$ cat src/rtl/axi_pkg.sv
// Shared AXI definitions for the read-side slave responders and the
// Raddr/Rdata interconnect.
//   - Width constants for IDs, addresses, lengths, sizes and data.
//   - Burst and response encodings.
//   - Read-responder FSM state type.
//   - A helper that clamps the beat size to the data-bus width.
package axi_pkg;

    localparam int AXI_IDS_BITS  = 8;
    localparam int AXI_ADDR_BITS = 32;
    localparam int AXI_LEN_BITS  = 4;
    localparam int AXI_SIZE_BITS = 3;
    localparam int AXI_DATA_BITS = 32;
    localparam int MEM_ADDR_BITS = 14;

    // Byte-address window covered by the SRAM (word address plus 2 lane bits).
    localparam int WIN_ADDR_BITS = MEM_ADDR_BITS + 2;

    localparam logic [1:0] BURST_FIXED = 2'b00;
    localparam logic [1:0] BURST_INCR  = 2'b01;
    localparam logic [1:0] RESP_OKAY   = 2'b00;

    // Beat sizes wider than the 32-bit bus are served as full words.
    localparam logic [AXI_SIZE_BITS-1:0] SIZE_MAX = 3'd2;

    typedef enum logic [1:0] {
        IDLE  = 2'b00,
        FETCH = 2'b01,
        DATA  = 2'b10
    } rd_state_e;

    // Limit a requested beat size to the widest size the bus supports.
    function automatic logic [AXI_SIZE_BITS-1:0] clamp_size(
        input logic [AXI_SIZE_BITS-1:0] size
    );
        logic [AXI_SIZE_BITS-1:0] result;
        if (size > SIZE_MAX) begin
            result = SIZE_MAX;
        end else begin
            result = size;
        end
        return result;
    endfunction

endpackage

$ cat src/rtl/burst_addr_gen.sv
// Next-beat address generator for AXI bursts within the SRAM window.
//   addr      in   current byte address (window bits only)
//   size      in   log2 bytes per beat (already clamped)
//   burst     in   burst type; FIXED holds the address, anything else increments
//   next_addr out  address of the following beat, wrapping within the window
import axi_pkg::*;

module burst_addr_gen (
    input  logic [WIN_ADDR_BITS-1:0] addr,
    input  logic [AXI_SIZE_BITS-1:0] size,
    input  logic [1:0]               burst,
    output logic [WIN_ADDR_BITS-1:0] next_addr
);

    // Select hold or increment; the window-width add wraps naturally.
    always_comb begin
        next_addr = addr;
        case (burst)
            BURST_FIXED: next_addr = addr;
            default:     next_addr = addr + (16'd1 << size);
        endcase
    end

endmodule

$ cat src/rtl/sram_rd_slave.sv
// AXI read-channel responder serving bursts from a single-port synchronous SRAM.
// One AR transaction is accepted at a time; each beat issues one SRAM read
// (FETCH) followed by one R beat (DATA).
//   clk, rst              clock and asynchronous active-high reset
//   ARID..ARValid/ARReady read-address channel
//   RID..RValid/RReady    read-data channel (RResp always OKAY)
//   mem_cs, mem_addr      SRAM read strobe and word address
//   mem_rdata             SRAM output, valid the cycle after mem_cs and held
import axi_pkg::*;

module sram_rd_slave (
    input  logic                     clk,
    input  logic                     rst,
    input  logic [AXI_IDS_BITS-1:0]  ARID,
    input  logic [AXI_ADDR_BITS-1:0] ARAddr,
    input  logic [AXI_LEN_BITS-1:0]  ARLen,
    input  logic [AXI_SIZE_BITS-1:0] ARSize,
    input  logic [1:0]               ARBurst,
    input  logic                     ARValid,
    output logic                     ARReady,
    output logic [AXI_IDS_BITS-1:0]  RID,
    output logic [AXI_DATA_BITS-1:0] RData,
    output logic [1:0]               RResp,
    output logic                     RLast,
    output logic                     RValid,
    input  logic                     RReady,
    output logic                     mem_cs,
    output logic [MEM_ADDR_BITS-1:0] mem_addr,
    input  logic [AXI_DATA_BITS-1:0] mem_rdata
);

    rd_state_e                state_r;
    rd_state_e                next_state_s;
    logic [AXI_IDS_BITS-1:0]  id_r;
    logic [WIN_ADDR_BITS-1:0] addr_r;
    logic [AXI_LEN_BITS-1:0]  len_r;
    logic [AXI_LEN_BITS-1:0]  cnt_r;
    logic [AXI_SIZE_BITS-1:0] size_r;
    logic [1:0]               burst_r;
    logic [WIN_ADDR_BITS-1:0] next_addr_s;
    logic                     last_s;
    logic                     ar_hs_s;
    logic                     r_hs_s;

    // Address bits above the SRAM window never reach the memory.
    logic                     unused_addr_s;
    assign unused_addr_s = ^ARAddr[AXI_ADDR_BITS-1:WIN_ADDR_BITS];

    assign last_s  = (cnt_r == len_r);
    assign ar_hs_s = ARValid && (state_r == IDLE);
    assign r_hs_s  = RReady && (state_r == DATA);

    burst_addr_gen u_addr_gen (
        .addr      (addr_r),
        .size      (size_r),
        .burst     (burst_r),
        .next_addr (next_addr_s)
    );

    // State register.
    always_ff @(posedge clk or posedge rst) begin
        if (rst) begin
            state_r <= IDLE;
        end else begin
            state_r <= next_state_s;
        end
    end

    // Next-state decode.
    always_comb begin
        next_state_s = state_r;
        case (state_r)
            IDLE: begin
                if (ARValid) begin
                    next_state_s = FETCH;
                end else begin
                    next_state_s = IDLE;
                end
            end
            FETCH: next_state_s = DATA;
            DATA: begin
                if (RReady && last_s) begin
                    next_state_s = IDLE;
                end else if (RReady) begin
                    next_state_s = FETCH;
                end else begin
                    next_state_s = DATA;
                end
            end
            default: next_state_s = IDLE;
        endcase
    end

    // Transaction context: latched on AR handshake, advanced on each non-final R handshake.
    always_ff @(posedge clk or posedge rst) begin
        if (rst) begin
            id_r    <= 8'd0;
            addr_r  <= 16'd0;
            len_r   <= 4'd0;
            cnt_r   <= 4'd0;
            size_r  <= 3'd0;
            burst_r <= 2'b00;
        end else if (ar_hs_s) begin
            id_r    <= ARID;
            addr_r  <= ARAddr[WIN_ADDR_BITS-1:0];
            len_r   <= ARLen;
            cnt_r   <= 4'd0;
            size_r  <= clamp_size(ARSize);
            burst_r <= ARBurst;
        end else if (r_hs_s && !last_s) begin
            cnt_r   <= cnt_r + 4'd1;
            addr_r  <= next_addr_s;
        end
    end

    // Outputs are decoded from registered state only; RData passes the SRAM
    // output straight through because the SRAM holds it while mem_cs is low.
    always_comb begin
        ARReady  = (state_r == IDLE);
        mem_cs   = (state_r == FETCH);
        RValid   = (state_r == DATA);
        RLast    = (state_r == DATA) && last_s;
        RID      = id_r;
        RResp    = RESP_OKAY;
        RData    = mem_rdata;
        mem_addr = addr_r[WIN_ADDR_BITS-1:2];
    end

endmodule

$ cat config.mk
export PLATFORM = sky130hd
export DESIGN_NAME = sram_rd_slave
export DESIGN_NICKNAME = d
export VERILOG_FILES = /design/src/rtl/axi_pkg.sv /design/src/rtl/burst_addr_gen.sv /design/src/rtl/sram_rd_slave.sv
export SDC_FILE = /design/constraint.sdc
export NUM_CORES = 1
export LEC_CHECK = 0
export ABC_AREA = 0
export CORE_UTILIZATION = 30
export CTS_BUF_LIST = sky130_fd_sc_hd__clkbuf_4 sky130_fd_sc_hd__clkbuf_8 sky130_fd_sc_hd__clkbuf_16
export DETAILED_ROUTE_END_ITERATION = 10
export GPL_TIMING_DRIVEN = 0
export PLACE_DENSITY_LB_ADDON = 0.25
export SYNTH_ARGS = -nofsm -noshare
export SYNTH_HDL_FRONTEND = slang
export SYNTH_HIERARCHICAL = 1
export SYNTH_SLANG_ARGS = --single-unit
$ cat constraint.sdc
create_clock -name clk -period 2.5 [get_ports clk]
set_input_delay 0.75 -clock clk [delete_from_list [all_inputs] [get_ports clk]]
set_output_delay 0.75 -clock clk [all_outputs]
set_load 0.05 [all_outputs]
Word level (Yosys, flattened, before mapping)
Index checks and enable logic that the tools add are counted.

Input port bits: 85. Logic and storage cells: 35. Flip-flop bits (word level): 39.

Magnitude comparators: 1. Reduce and logical (&&, ||, !) cells: 10. $add $sub $neg: 2. Multiplexer cells: 10. Eq/ne operators: 4. Shift operators: 1.

Operators by type and width (number): 2-to-1 mux 16 bit (3); adder 16 bit (1); << shifter 1 x 3 -> 16 bit (first input constant) (1); 2-to-1 mux 4 bit (2); case mux 2 bit (3 select lines) (1); logical AND 1 bit (5); adder 4 x 1 -> 4 bit (second input constant) (1); equality test 4 bit (1); zero test 2 bit (2); 2-to-1 mux 2 bit (2); greater-than comparator 3 x 2 -> 1 bit (second input constant) (1); 2-to-1 mux 3 bit (1); equality test 2 x 1 -> 1 bit (second input constant) (1); equality test 2 bit (second input constant) (1); != test 2 bit (second input constant) (1); AND reduction 2 bit (1); nonzero test 2 bit (1); zero test 1 bit (1); 2-to-1 mux 1 bit (1).

Logic depth before layout (Yosys ltp)
Word-level depth: 5. Gate-level depth with buffers: 11. Mapped depth without buffers: 10.

Modules after synthesis
Netlist, hierarchy kept.

Modules (own cells, without submodules): sram_rd_slave (cells each 245, area each 2079.5 um^2, times used 1, sequential area each 975.9 um^2); burst_addr_gen (cells each 111, area each 748.2 um^2, times used 1, sequential area each 0.0 um^2).

Least setup slack after synthesis
No wires, ideal clock.

Path kind: register to register. Start point: register size_r[1]. End point: register addr_r[13]. Arrival time: 2.192 ns. Stages on the path, launching flop included: 10. Path slack: 0.230 ns. Clock period less this slack: 2.270 ns. Required time: 2.423 ns. Path buffers: 0. Cells stage by stage: dfrtp_1 -> nor3b_1 -> ha_1 -> a211oi_1 -> o211ai_1 -> and3_1 -> o2111ai_1 -> xnor2_1 -> a21oi_1 -> a21oi_1.

Longest elaborated chain between the ends: 5.

Ends and longest elaborated chain: from (decl) (line sram_rd_slave.sv:38) `logic [AXI_SIZE_BITS-1:0] size_r;`; from (signal assigned) (line sram_rd_slave.sv:108) `size_r <= clamp_size(ARSize);`; << shifter 1 x 3 -> 16 bit (line burst_addr_gen.sv:20) `default: next_addr = addr + (16'd1 << size);`; adder 16 bit (line burst_addr_gen.sv:20); 2-to-1 mux 16 bit (line burst_addr_gen.sv:18) `case (burst)`; named net next_addr_s[13] (line sram_rd_slave.sv:40) `logic [WIN_ADDR_BITS-1:0] next_addr_s;`; 2-to-1 mux 16 bit (line sram_rd_slave.sv:110) `end else if (r_hs_s && !last_s) begin`; 2-to-1 mux 16 bit (line sram_rd_slave.sv:103) `end else if (ar_hs_s) begin`; to (signal assigned) (line sram_rd_slave.sv:105) `addr_r <= ARAddr[WIN_ADDR_BITS-1:0];`; to (signal assigned) (line sram_rd_slave.sv:112) `addr_r <= next_addr_s;`; to (decl) (line sram_rd_slave.sv:35) `logic [WIN_ADDR_BITS-1:0] addr_r;`.

The timed path passes the listed nets, and every way through them passes these cells. The select of a mux whose other input is x is not followed. A chain may end at the register's enable or synchronous reset.

Worst setup path in the final report
Start point: register size_r[2]. End point: register addr_r[15].

Same word-level chain as after synthesis.

==> impl_summary.txt <==
----------------------------------------------------
[Timing]
  Skew final ... 0.00992 ns
  Final hold violations ... 0
  Fmax ... 0.405 GHz
  Clock period minus worst slack ... 2.47 ns
  Total negative setup slack ... 0 ns
  Max-slew violations ... 0
  Final Setup Violations ... 0
  Worst Hold Slack ... 0.477 ns
  Share of the clock period used by the worst path ... 0.988
  Slew at the pin closest to its max-slew limit ... 0.856 ns
  Unrepaired setup endpoints after global routing ... yes
  Rel. slew slack ... 0.429

[Route]
  Met3 wire length ... 354 µm
  Vias per Instance ... 4.66
  Number of antenna-violating nets in the routed design ... 0
  Routed length per instance ... 12.6 µm
  Detailed-route via count ... 2,687
  Routed length on met1 ... 3270 µm
  Detailed-route DRC error count ... 0
  Max layer used ... met4
  Routed length on met2 ... 3590 µm
  Total iterations of the first detailed-routing run ... 4
  Total Wirelength ... 7300 µm
  Violation count after the first detailed-routing iteration ... 114

[Critical path]
  Series of cell instances along the critical path ... buf_4, nor3b_1, ha_1, o211ai_1, o211ai_1, and3_4, o211ai_1, xnor2_1, a21oi_1, a21oi_1
  Crit path top cell by count ... o211ai_1
  Largest fanout on the critical path ... 5
  Family with the most delay on the worst path ... compound AO/OA/AOI/OAI gates
  Category of the worst setup path capture point ... register
  Required time of the worst setup path ... 2.72 ns
  Combined buffer and inverter count along the critical path ... 1
  Slowest cell on crit path ... dfrtp_2
  Worst setup SP type ... register
  CP Class ... reg -> reg
  Maximum cell stage delay along the critical path ... 0.43 ns
  Crit path DAT ... 2.70 ns

[Placement]
  GP Congestion ... 0.827
  Port bufs ... 94
  Post-DP HPWL ... 5190 µm

[Clock network]
  Clock tree from TritonCTS ... yes
  Number of buffers on the longest clock path ... 2
  Clock Tree Root ... clkbuf_8
  Clock-pin slew on the worst setup and hold paths ... 0.08 ns
  Number of levels the H-tree was split into ... 2
  Total clock sinks ... 39
  Clk_lat worst skew ... 0.30 ns
  TritonCTS Buffers ... 5

[Hold path]
  Type of the worst min-delay path ... reg -> reg

[Pwr]
  Power density cells ... 1250 mW/mm²
  Leak ... 1.90 nW
  Worst vdd ir ... 0.461 mV

[Finish]
  Total inserted antenna cells ... 0
  Filler instances ... 927
  Count of nets after finishing ... 560
  Area Overhead vs Synth ... 46.9%
  Final core utilization ... 0.452
  Proportion of layout cells with a drive suffix above 1 ... 0.197

[Die]
  Number of I/O pins ... 145
  Core ar. ... 0.00920 mm²
  Die width ... 99.1 µm
  Die height ... 99.1 µm
  Site row count ... 35
  Die Outline Area ... 0.00982 mm²
  Starting utilization of the core area ... 0.307

[Synthesis]
  Async set or reset register ratio after synthesis ... 1.00
  Number of warnings printed during yosys synthesis ... 6
  Dominant register cell in the synthesized netlist ... dfrtp_1
  Count of distinct cell types in the synthesized netlist ... 48
  Number of synthesized flops with an enable pin ... 0
  Post-synth design cell area ... 0.00283 mm²
  Number of storage elements in the synthesis netlist ... 39
  Most repeated cell in the gate-level netlist after synthesis ... nand2_1
  Gate count after technology mapping ... 356
  Dominant cells by area after synthesis ... dfrtp_1, buf_4, nand2_1
  Average instance area after synthesis ... 7.94 µm²
  Sequential-to-total area share from yosys stat ... 0.345
  Most instantiated cells after synthesis ... nand2_1, buf_4, a21oi_1
  Largest area contributor in the synthesized netlist ... dfrtp_1
  Share of Yosys cell area claimed by the top area cell type ... 0.345

[GRT]
  Largest net degree at the start of global routing ... 40
  Congestion Overflow GR ... 0
  First-pass GRT wire length ... 11,400 µm
  Number of global-route vias before repair ... 2,489
  Total Routing Usage GR ... 0.145
  Antenna violations before repair ... 0

[Flow run]
  Max Cap Viol ... 0

[Outcome]
  Status ... completed

----------------------------------------------------
[layout by cell type (no fill, tap or decap), types with 3 or more instances in the layout]
cell type / n
o21ai_0: 9
xnor2_2: 4
dlymetal6s2s_1: 3
clkbuf_8: 7
nor2b_1: 3
dfrtp_2: 3
clkbuf_1: 9
inv_1: 4
clkdlybuf4s50_1: 87
dlygate4sd2_1: 3
nand4_1: 3
buf_4: 55
ha_1: 7
nor2_1: 26
o211ai_1: 3
xnor2_1: 9
nand2_1: 79
nand3_1: 9
buf_2: 5
nor3_1: 5
a21oi_1: 43
dfrtp_1: 36
[state kept, by name, indices dropped and copies added, names as in the netlist]
signal,count
burst_r,2
size_r,3
state_r,2
len_r,4
addr_r,16
cnt_r,4
RID,8
[worst min-delay path: stages, from the launching register on]
cell and delay, ns:
dfrtp_1 0.34, nand2_1 0.05, nand2_1 0.05
[stage by stage]
stage          total power [mW]  instances  cell area [µm²]  setup slack [ns]
2_1_floorplan              3.65        357             2830             0.230
3_3_place_gp               4.47        562             3910            -0.109
3_5_place_dp               4.52        562             3910            -0.103
4_1_cts                    5.03        570             4020           0.00133
5_1_grt                    5.58        577             4160            -0.130
6_report                   5.19        577             4160            0.0291
[routing by layer]
layer | GRT usage | up-vias
met5 | 0 | -
met1 | 0.177 | 1221
met3 | 0.0319 | 7
li1 | - | 1378
met2 | 0.256 | 81
met4 | 0.0452 | 0
[where the power goes]
group	internal, mW	leakage (nW)	switching [mW]
clock network	0.263	0.0549	0.237
registers	0.919	0.468	0.371
logic	1.41	1.37	1.99
total	2.60	1.90	2.60
[cell families after synthesis]
logic type | Yosys count | synth area share
AOI/OAI and AO/OA | 78 | 0.165
xor gates and xnor gates | 14 | 0.0434
DFF | 39 | 0.345
muxes | 4 | 0.0150
and+or+nand+nor | 142 | 0.224
buffers and inverters | 68 | 0.159
other | 1 | 0.00133
adders and majority gates | 10 | 0.0469
[path summary, 6_finish.rpt]
kind	from	to	slack, ns	depth (start not counted)
hold reg to reg	RID[1]	RID[1]	0.48	2
max in group asynchronous	rst	size_r[0]	0.95	2
setup / recovery	size_r[2]	addr_r[15]	0.03	10
min in group asynchronous	rst	addr_r[2]	0.94	2
setup reg to reg	size_r[2]	addr_r[15]	0.03	10
hold / removal	RID[1]	RID[1]	0.48	2
[area by class of cell]
type | count | area (µm²) | share of cell area
Buffer | 63 | 433 | 0.104
Timing Repair Buffer | 101 | 990 | 0.238
Sequential cell | 39 | 980 | 0.236
Clock buffer | 8 | 104 | 0.0250
Tap cell | 111 | 139 | 0.0334
Multi-Input combinational cell | 250 | 1490 | 0.359
Inverter | 5 | 18.8 | 0.00452
[repair_timing]
item	in CTS	in global routing
gates resized for setup	11	22
gates cloned	0	0
endpoints found under the setup margin	10	14
buffers inserted	0	7
hold buffers	0	0
pin swaps	0	11
Note: power is estimated with default switching activity, not from simulation.
